$ cat config.mk
export PLATFORM = sky130hd
export DESIGN_NAME = freqin_hz_flat
export DESIGN_NICKNAME = d
export VERILOG_FILES = /design/src/rtl/freqin_hz_if.sv /design/src/rtl/freqin_hz.sv /design/src/flat_wrapper.sv
export SDC_FILE = /design/constraint.sdc
export NUM_CORES = 1
export LEC_CHECK = 0
export BUFFER_PORTS_ARGS = -buffer_cell sky130_fd_sc_hd__buf_2
export CORE_MARGIN = 2
export CORE_UTILIZATION = 55
export DETAILED_ROUTE_END_ITERATION = 10
export PLACE_DENSITY = 0.71
export SLEW_MARGIN = 15
export SYNTH_ARGS = -nofsm -noshare
export SYNTH_HDL_FRONTEND = slang
export SYNTH_SLANG_ARGS = --single-unit
$ cat constraint.sdc
create_clock -name clk -period 3.52 [get_ports clk]
set_input_delay 0.704 -clock clk [delete_from_list [all_inputs] [get_ports clk]]
set_output_delay 0.704 -clock clk [all_outputs]
set_load 0.02 [all_outputs]
$ cat src/rtl/freqin_hz_if.sv
// freqin_hz_if -- bundle between a period measurement source and the
// period-to-frequency converter.
//   period        measured input period in clk cycles
//   period_valid  level, period is meaningful while high
//   freq_hz       last computed frequency in Hz
//   freq_valid    level, freq_hz holds a valid result
//   busy          division in progress
//   done          one-cycle pulse when freq_hz/freq_valid take a new result
interface freqin_hz_if;
    logic [31:0] period;
    logic        period_valid;
    logic [31:0] freq_hz;
    logic        freq_valid;
    logic        busy;
    logic        done;

    modport master (
        output period, period_valid,
        input  freq_hz, freq_valid, busy, done
    );

    modport slave (
        input  period, period_valid,
        output freq_hz, freq_valid, busy, done
    );
endinterface

$ cat src/rtl/freqin_hz.sv
// freqin_hz -- converts a measured period (clk cycles) into a frequency in Hz
// with a sequential radix-2 restoring divider: CLK_FREQ / period, optionally
// rounded to nearest. A division starts only when a new nonzero period shows
// up; the result is held until the next update or invalidation.
//
//   clk   system clock, all logic on posedge
//   rst   synchronous active-high reset
//   bus   freqin_hz_if.slave: period/period_valid in,
//         freq_hz/freq_valid/busy/done out
//
// state  | meaning
// -------+-----------------------------------------------------------
// IDLE   | waiting for a new valid period; invalid input clears result
// DIV    | one quotient bit per cycle, 33 iterations, MSB first
// FINISH | publish the quotient (saturated), pulse done
module freqin_hz #(
    parameter logic [31:0] CLK_FREQ = 32'd50000000,
    parameter bit          ROUND    = 1'b1
) (
    input  logic          clk,
    input  logic          rst,
    freqin_hz_if.slave    bus
);

    typedef enum logic [1:0] {
        IDLE   = 2'd0,
        DIV    = 2'd1,
        FINISH = 2'd2
    } state_t;

    localparam logic [32:0] CLK_FREQ_33 = {1'b0, CLK_FREQ};
    localparam logic [5:0]  LAST_ITER   = 6'd32;

    state_t      state_q, state_d;
    logic [31:0] divisor_q, divisor_d;
    logic [31:0] last_period_q, last_period_d;
    logic        have_last_q, have_last_d;
    logic [32:0] rem_q, rem_d;
    logic [32:0] dq_q, dq_d;          // dividend shifts out the top, quotient shifts in the bottom
    logic [5:0]  iter_q, iter_d;
    logic [31:0] freq_hz_q, freq_hz_d;
    logic        freq_valid_q, freq_valid_d;
    logic        busy_q, busy_d;
    logic        done_q, done_d;

    logic [32:0] dividend;
    logic [32:0] rem_shift;
    logic [33:0] diff;
    logic        ge;
    logic        unused_rem_msb;

    // Rounding adds floor(period/2) so the quotient rounds to nearest.
    assign dividend = CLK_FREQ_33 + (ROUND ? {2'b00, bus.period[31:1]} : 33'd0);

    // The remainder stays below the divisor (< 2^32), so its top bit never
    // carries into the shift.
    assign rem_shift      = {rem_q[31:0], dq_q[32]};
    assign diff           = {1'b0, rem_shift} - {2'b00, divisor_q};
    assign ge             = ~diff[33];
    assign unused_rem_msb = rem_q[32];

    always_ff @(posedge clk) begin
        if (rst) begin
            state_q       <= IDLE;
            divisor_q     <= '0;
            last_period_q <= '0;
            have_last_q   <= 1'b0;
            rem_q         <= '0;
            dq_q          <= '0;
            iter_q        <= '0;
            freq_hz_q     <= '0;
            freq_valid_q  <= 1'b0;
            busy_q        <= 1'b0;
            done_q        <= 1'b0;
        end else begin
            state_q       <= state_d;
            divisor_q     <= divisor_d;
            last_period_q <= last_period_d;
            have_last_q   <= have_last_d;
            rem_q         <= rem_d;
            dq_q          <= dq_d;
            iter_q        <= iter_d;
            freq_hz_q     <= freq_hz_d;
            freq_valid_q  <= freq_valid_d;
            busy_q        <= busy_d;
            done_q        <= done_d;
        end
    end

    always_comb begin
        state_d       = state_q;
        divisor_d     = divisor_q;
        last_period_d = last_period_q;
        have_last_d   = have_last_q;
        rem_d         = rem_q;
        dq_d          = dq_q;
        iter_d        = iter_q;
        freq_hz_d     = freq_hz_q;
        freq_valid_d  = freq_valid_q;
        busy_d        = busy_q;
        done_d        = 1'b0;

        case (state_q)
            IDLE: begin
                if (!bus.period_valid || (bus.period == 32'd0)) begin
                    freq_hz_d    = '0;
                    freq_valid_d = 1'b0;
                    have_last_d  = 1'b0;
                end else if (!have_last_q || (bus.period != last_period_q)) begin
                    divisor_d     = bus.period;
                    last_period_d = bus.period;
                    have_last_d   = 1'b1;
                    dq_d          = dividend;
                    rem_d         = '0;
                    iter_d        = '0;
                    busy_d        = 1'b1;
                    state_d       = DIV;
                end
            end

            DIV: begin
                if (!bus.period_valid) begin
                    freq_hz_d    = '0;
                    freq_valid_d = 1'b0;
                    busy_d       = 1'b0;
                    have_last_d  = 1'b0;
                    state_d      = IDLE;
                end else begin
                    rem_d  = ge ? diff[32:0] : rem_shift;
                    dq_d   = {dq_q[31:0], ge};
                    iter_d = iter_q + 6'd1;
                    if (iter_q == LAST_ITER) begin
                        state_d = FINISH;
                    end
                end
            end

            FINISH: begin
                freq_hz_d    = dq_q[32] ? 32'hFFFF_FFFF : dq_q[31:0];
                freq_valid_d = 1'b1;
                done_d       = 1'b1;
                busy_d       = 1'b0;
                state_d      = IDLE;
            end

            default: begin
                state_d = IDLE;
                busy_d  = 1'b0;
            end
        endcase
    end

    assign bus.freq_hz    = freq_hz_q;
    assign bus.freq_valid = freq_valid_q;
    assign bus.busy       = busy_q;
    assign bus.done       = done_q;

endmodule

$ cat src/flat_wrapper.sv
// flat-port wrapper written by rule: the top's interface ports become plain ports
module freqin_hz_flat 
#(
    parameter logic [31:0] CLK_FREQ = 32'd50000000,
    parameter bit          ROUND    = 1'b1
)
  (clk, rst, bus_period, bus_period_valid, bus_freq_hz, bus_freq_valid, bus_busy, bus_done);
  freqin_hz_if bus_i ();
  input  logic clk;
  input  logic rst;
  input wire logic [$bits(bus_i.period)-1:0] bus_period;
  input wire logic [$bits(bus_i.period_valid)-1:0] bus_period_valid;
  output wire logic [$bits(bus_i.freq_hz)-1:0] bus_freq_hz;
  output wire logic [$bits(bus_i.freq_valid)-1:0] bus_freq_valid;
  output wire logic [$bits(bus_i.busy)-1:0] bus_busy;
  output wire logic [$bits(bus_i.done)-1:0] bus_done;
  assign bus_i.period = bus_period;
  assign bus_i.period_valid = bus_period_valid;
  assign bus_freq_hz = bus_i.freq_hz;
  assign bus_freq_valid = bus_i.freq_valid;
  assign bus_busy = bus_i.busy;
  assign bus_done = bus_i.done;
  freqin_hz #(.CLK_FREQ(CLK_FREQ), .ROUND(ROUND)) u_core (.clk(clk), .rst(rst), .bus(bus_i));
endmodule
---- After elaboration in Yosys (flattened, before gate mapping) ----
Cells that the tools add are included.
storage, ports and cells
  input bits .............................. 35
  bits in registers ....................... 141
  word-level logic and storage cells ...... 71
cells by class
  reduce and logical (&&, ||, !) cells .... 14
  mux-type cells .......................... 31
  add/subtract/negate cells ............... 3
  bitwise logic cells ..................... 2
  equal/unequal tests ..................... 11
operators with widths
  kind                    number
  $mux 32                 7
  $mux 33                 3
  $pmux 32 s3             1
  $pmux 33 s2             1
  $pmux 32 s2             1
  $sub 33x32->34          1
  $add 26x31->32 const A  1
  $logic_not 32->1        1
  $ne 32x32->1            1
  $mux 6                  3
  $reduce_and 3->1        5
  $pmux 6 s2              1
  $mux 2                  4
  $add 6x1->6 const B     1
  $eq 6x6->1 const B      1
  $mux 1                  6
  $ne 2x2->1 const B      3
  $ne 2x1->1 const B      2
  $pmux 1 s2              2
  $pmux 2 s2              1
  $reduce_and 4->1        1
  $ne 3x1->1 const B      1
  $ne 3x2->1 const B      1
  $pmux 1 s3              1
  8 further kinds         11

---- Logic depth before layout (Yosys ltp) ----
  depth after elaboration ................. 5
  depth in mapped cells ................... 16

---- Worst setup path after synthesis ----
No wires, ideal clock.
  path kind ............................... reg-to-reg
  start point ............................. reg u_core.dq_q[32]
  end point ............................... reg u_core.rem_q[22]
  path slack .............................. 0.670 ns
  cell stages (with the launch flop) ...... 17
  arrival ................................. 2.728 ns
  library setup time ...................... 0.122 ns
  path through ............................ dfxtp_1 > clkbuf_1 > clkbuf_1 > inv_1 > ha_1 > nor2b_1 > o2111ai_1 > a2111oi_4 > o31ai_2 > o211ai_2 > o31a_1 > buf_6 > nor2_4 > buf_6 > buf_6 > a22oi_1 > o21ai_1
between the ends
  word-level cells in the longest chain between the ends .. 4
RTL lines
  item                    line              text
  start, declared         freqin_hz.sv:39   logic [32:0] dq_q, dq_d;
  start signal, assigned  freqin_hz.sv:81   dq_q <= dq_d;
  $sub 33x32->34          freqin_hz.sv:58   assign diff = {1'b0, rem_shift} - {2'b00, divisor_q};
  $mux 32                 freqin_hz.sv:129  rem_d = ge ? diff[32:0] : rem_shift;
  $mux 32                 freqin_hz.sv:122  if (!bus.period_valid) begin
  $pmux 32 s2             freqin_hz.sv:103  case (state_q)
  end signal, assigned    freqin_hz.sv:80   rem_q <= rem_d;
  end, declared           freqin_hz.sv:38   logic [32:0] rem_q, rem_d;
No other way between the ends. The select of a mux whose other input is x is not followed.
A chain may end at the register's enable or synchronous reset.

---- Worst setup path in the final report ----
  start point ............................. reg u_core.last_period_q[14]
  end point ............................... reg u_core.rem_q[30]
between the ends
  word-level cells in the longest chain between the ends .. 4
RTL lines
  item                                                    line             text
  start, declared                                         freqin_hz.sv:36  logic [31:0] last_period_q, last_period_d;
  start signal, assigned                                  freqin_hz.sv:78  last_period_q <= last_period_d;
  $sub 33x32->34 / $ne 32x32->1 (equally long branches)   --
  $mux 32 / $logic_or 1x1->1 (equally long branches)      --
  $mux 32 / $ne 2x1->1 (equally long branches)            --
  $pmux 32 s2 / $reduce_and 4->1 (equally long branches)  --
Several ways; a longest one is shown, not always the timed one. The select of a mux whose other input is x is not followed.

==> impl_metrics.py <==
metrics = {
    "worst_setup_path": {
        "cp-start-kind": "flip-flop",
        "r2r_start": "u_core.last_period_q[14]",
        "crit_type": "flip-flop to flip-flop",
        "timing.rr.end": "u_core.rem_q[30]",
        "worstPathArrival_ns": 3.54,
        "required_ns": 3.81,
        "cp_max_fo": 29,
        "reg2reg_slack_ns": 0.27,
        "endpoint_kind": "flip-flop",
        "ff2ff_path_depth": 12,
    },
    "timing": {
        "period_needed_ns": 3.25,
        "final.setup_skew_ns": 0.0222,
        "slew_headroom_pct": 39.8,
        "max_freq_mhz": 308,
        "fin_crit_sh_pct": 92.3,
        "setup_slack_ns": 0.272,
        "setup_viol": 0,
        "rsz0062_at_grt": "false",
        "finalMaxSlewViolations": 0,
        "totalNegativeSetupSlack_ns": 0,
        "tightestPinTransition_ns": 0.901,
        "hold_viol": 0,
    },
    "clock_network": {
        "cts_tree": "built",
        "post-cts-setup-buffers": 0,
        "clk_latency_ns": 0.43,
        "cts_max_level": 4,
        "root_buffer": "clkbuf_16",
        "cts_resized": 0,
        "cts.sinks": 141,
        "cts_made_buffers": 17,
        "cts_hold_buf": 0,
        "clk_path_buf_depth": 2,
        "clk_pin_slew_ns": 0.06,
    },
    "synthesis": {
        "syn-num-nets": 1056,
        "synth.top_cell.area_share_pct": 35.7,
        "yosys.area.top_type": "dfxtp_1",
        "synth_edf_count": 0,
        "synth_area_um2": 7900,
        "yosys.cell_types.count": 61,
        "avgSynthCellArea_um2": 8.02,
        "synth_common_cells": "dfxtp_1, nand2_1, nor2_1",
        "synth_warnings": 0,
        "synth_ff_type": "dfxtp_1",
        "ys_ff_latch": 141,
        "yosysSeqAreaShare_pct": 35.7,
        "synth_cells": 984,
        "synth_area_leaders": "dfxtp_1, xor2_1, ha_1, nand2_1, nor2_1",
        "synth_most_common_cell": "dfxtp_1",
        "async_flop_share_pct": 0,
    },
    "power_and_ir_drop": {
        "switching_share_pct": 26.5,
        "power_density_nw_per_um2": 467,
        "power_uw": 4200,
        "clock_power_share_pct": 45.6,
        "p_comb_share_pct": 14.0,
        "net-switching-power_uw": 1110,
        "leakage_uw": 0.00385,
        "ir_worst_vdd_v": 0.000413,
        "sequentialPowerShare_pct": 40.5,
        "cellInternalPower_uw": 3090,
    },
    "grt": {
        "antenna_found_initial": 0,
        "grt_usage_pct": 26.6,
        "grt_pass1_wl_mm": 31.4,
        "grt_max_degree": 43,
        "first_global_vias": 6216,
        "grt_overflow": 0,
    },
    "drt": {
        "vias_per_cell": 5.72,
        "avgRoutedWirePerCell_um": 16.2,
        "routed_wl_mm": 19.9,
        "drc": 0,
        "drt_first_pass_iters": 5,
        "drt-initial-drc-count": 573,
        "dr_total_vias": 7007,
        "detail-route-antenna-nets": 0,
    },
    "finish": {
        "fillers": 1255,
        "fin_nets": 1103,
        "area_growth_pct": 13.8,
        "drive_gt1_share_pct": 13.2,
        "n_antenna_cell": 0,
    },
    "worst_hold_path": {
        "holdCritStartpoint": "u_core.bus.freq_valid",
        "worstHoldPathType": "flip-flop to flip-flop",
        "hold_path_depth": 2,
        "hold_end": "u_core.bus.freq_valid",
    },
    "die": {
        "core_um2": 13900,
        "num_io_pins": 70,
        "dieArea_um2": 15300,
        "chipWidth_um": 124,
        "placementRows": 43,
        "start_util_pct": 56.7,
        "die_h_um": 124,
    },
    "run_status": {
        "status": "finished clean",
    },
    "placement": {
        "post-dp-hpwl_mm": 14.3,
        "place_ws_ns": 0.175,
        "place_congestion": 0.872,
        "numPortBuffers": 69,
    },
    "run": {
        "max_cap_viol_count": 0,
    },
}
## sequential cells by signal, indices dropped and copies added (netlist names)
register / flops
u_core.bus.done: 1
u_core.last_period_q: 32
u_core.bus.busy: 1
u_core.state_q: 2
u_core.iter_q: 6
u_core.dq_q: 33
u_core.rem_q: 32
u_core.have_last_q: 1
u_core.bus.freq_hz: 32
u_core.bus.freq_valid: 1
## worst max path at each step
stage	start	to	slack [ns]	depth (start not counted)
after floorplan	u_core.dq_q[32]	u_core.rem_q[22]	0.67	16
after global placement	u_core.last_period_q[14]	u_core.rem_q[9]	0.27	10
after detailed placement	bus_period[9]	u_core.last_period_q[18]	0.17	12
after CTS	u_core.last_period_q[14]	u_core.rem_q[4]	0.21	10
after global routing	u_core.last_period_q[14]	u_core.rem_q[4]	0.09	12
final	u_core.last_period_q[14]	u_core.rem_q[30]	0.27	12
## cells in the final DEF, fill, tap and decap left out, drive strengths merged, types with 3 or more instances in the layout
cell,instances
o21ai,85
nor2,118
clkinv,4
nand3,14
buf,88
o21bai,4
nor4,15
bufinv,4
xnor2,28
nor3,13
o211ai,21
mux2i,34
inv,54
ha,36
clkbuf,19
nand2b,5
a311oi,7
a211oi,7
o21a,4
and3,7
nand3b,3
xor2,57
dfxtp,141
a221oi,6
or3,4
a21o,11
a21oi,65
nand2,120
nand4,7
a22oi,30
nor2b,5
clkinvlp,3
## layer usage
layer  global-route usage, %  routed length, um
met4                    8.10                295
met1                    38.6               9830
met3                    5.36                872
met2                    39.7               8870
met5                       0                  0
## per-stage QoR
| stage | area [um2] | instances | util [%] | hold slack [ns] |
|---|---|---|---|---|
| after floorplan | 7900 | 984 | - | 0.445 |
| final | 8980 | 1224 | 64.5 | 0.444 |
| after detailed placement | 8350 | 1192 | 59.9 | 0.434 |
| after global placement | 8350 | 1192 | 59.9 | 0.428 |
| after CTS | 8980 | 1224 | 64.4 | 0.443 |
| after global routing | 8980 | 1224 | 64.5 | 0.462 |
## worst max-delay path: stages, from the launching register on
cell and delay (ns):
dfxtp_1 0.38, inv_1 0.06, ha_1 0.38, and3_1 0.23, nand2_1 0.10, nor4_1 0.43, o31ai_2 0.20, o211ai_2 0.16
o31a_1 0.55, nor2_4 0.06, buf_4 0.25, a22oi_1 0.19, o21ai_1 0.10
## cell families after synthesis
family / count (synthesis) / share of synthesized area, %
AO/OA/AOI/OAI: 256 / 20.6
flip-flops: 141 / 35.7
XOR/XNOR: 85 / 9.43
buffers and inverters: 112 / 5.99
AND/OR/NAND/NOR: 319 / 17.9
adder cells (fa/ha/maj): 37 / 5.96
multiplexers: 34 / 4.31
## power by group through the flow
stage / clock network [uW] / logic, uW / registers [uW]
6_report: 1910 / 586 / 1700
5_1_grt: 2020 / 645 / 1700
4_1_cts: 1940 / 579 / 1700
3_5_place_dp: 0 / 573 / 1730
3_3_place_gp: 0 / 568 / 1730
2_1_floorplan: 0 / 430 / 1720
## cell type report
class / count / area [um2] / share of cell area, %
repair buffers: 88 / 488 / 5.43
inverters: 52 / 195 / 2.17
well taps: 180 / 225 / 2.51
flip-flops and latches: 141 / 2820 / 31.4
multi-input cells: 731 / 4620 / 51.4
clock inverters: 13 / 188 / 2.09
clock buffers: 19 / 443 / 4.93
Power figures use the tool's default switching activity.
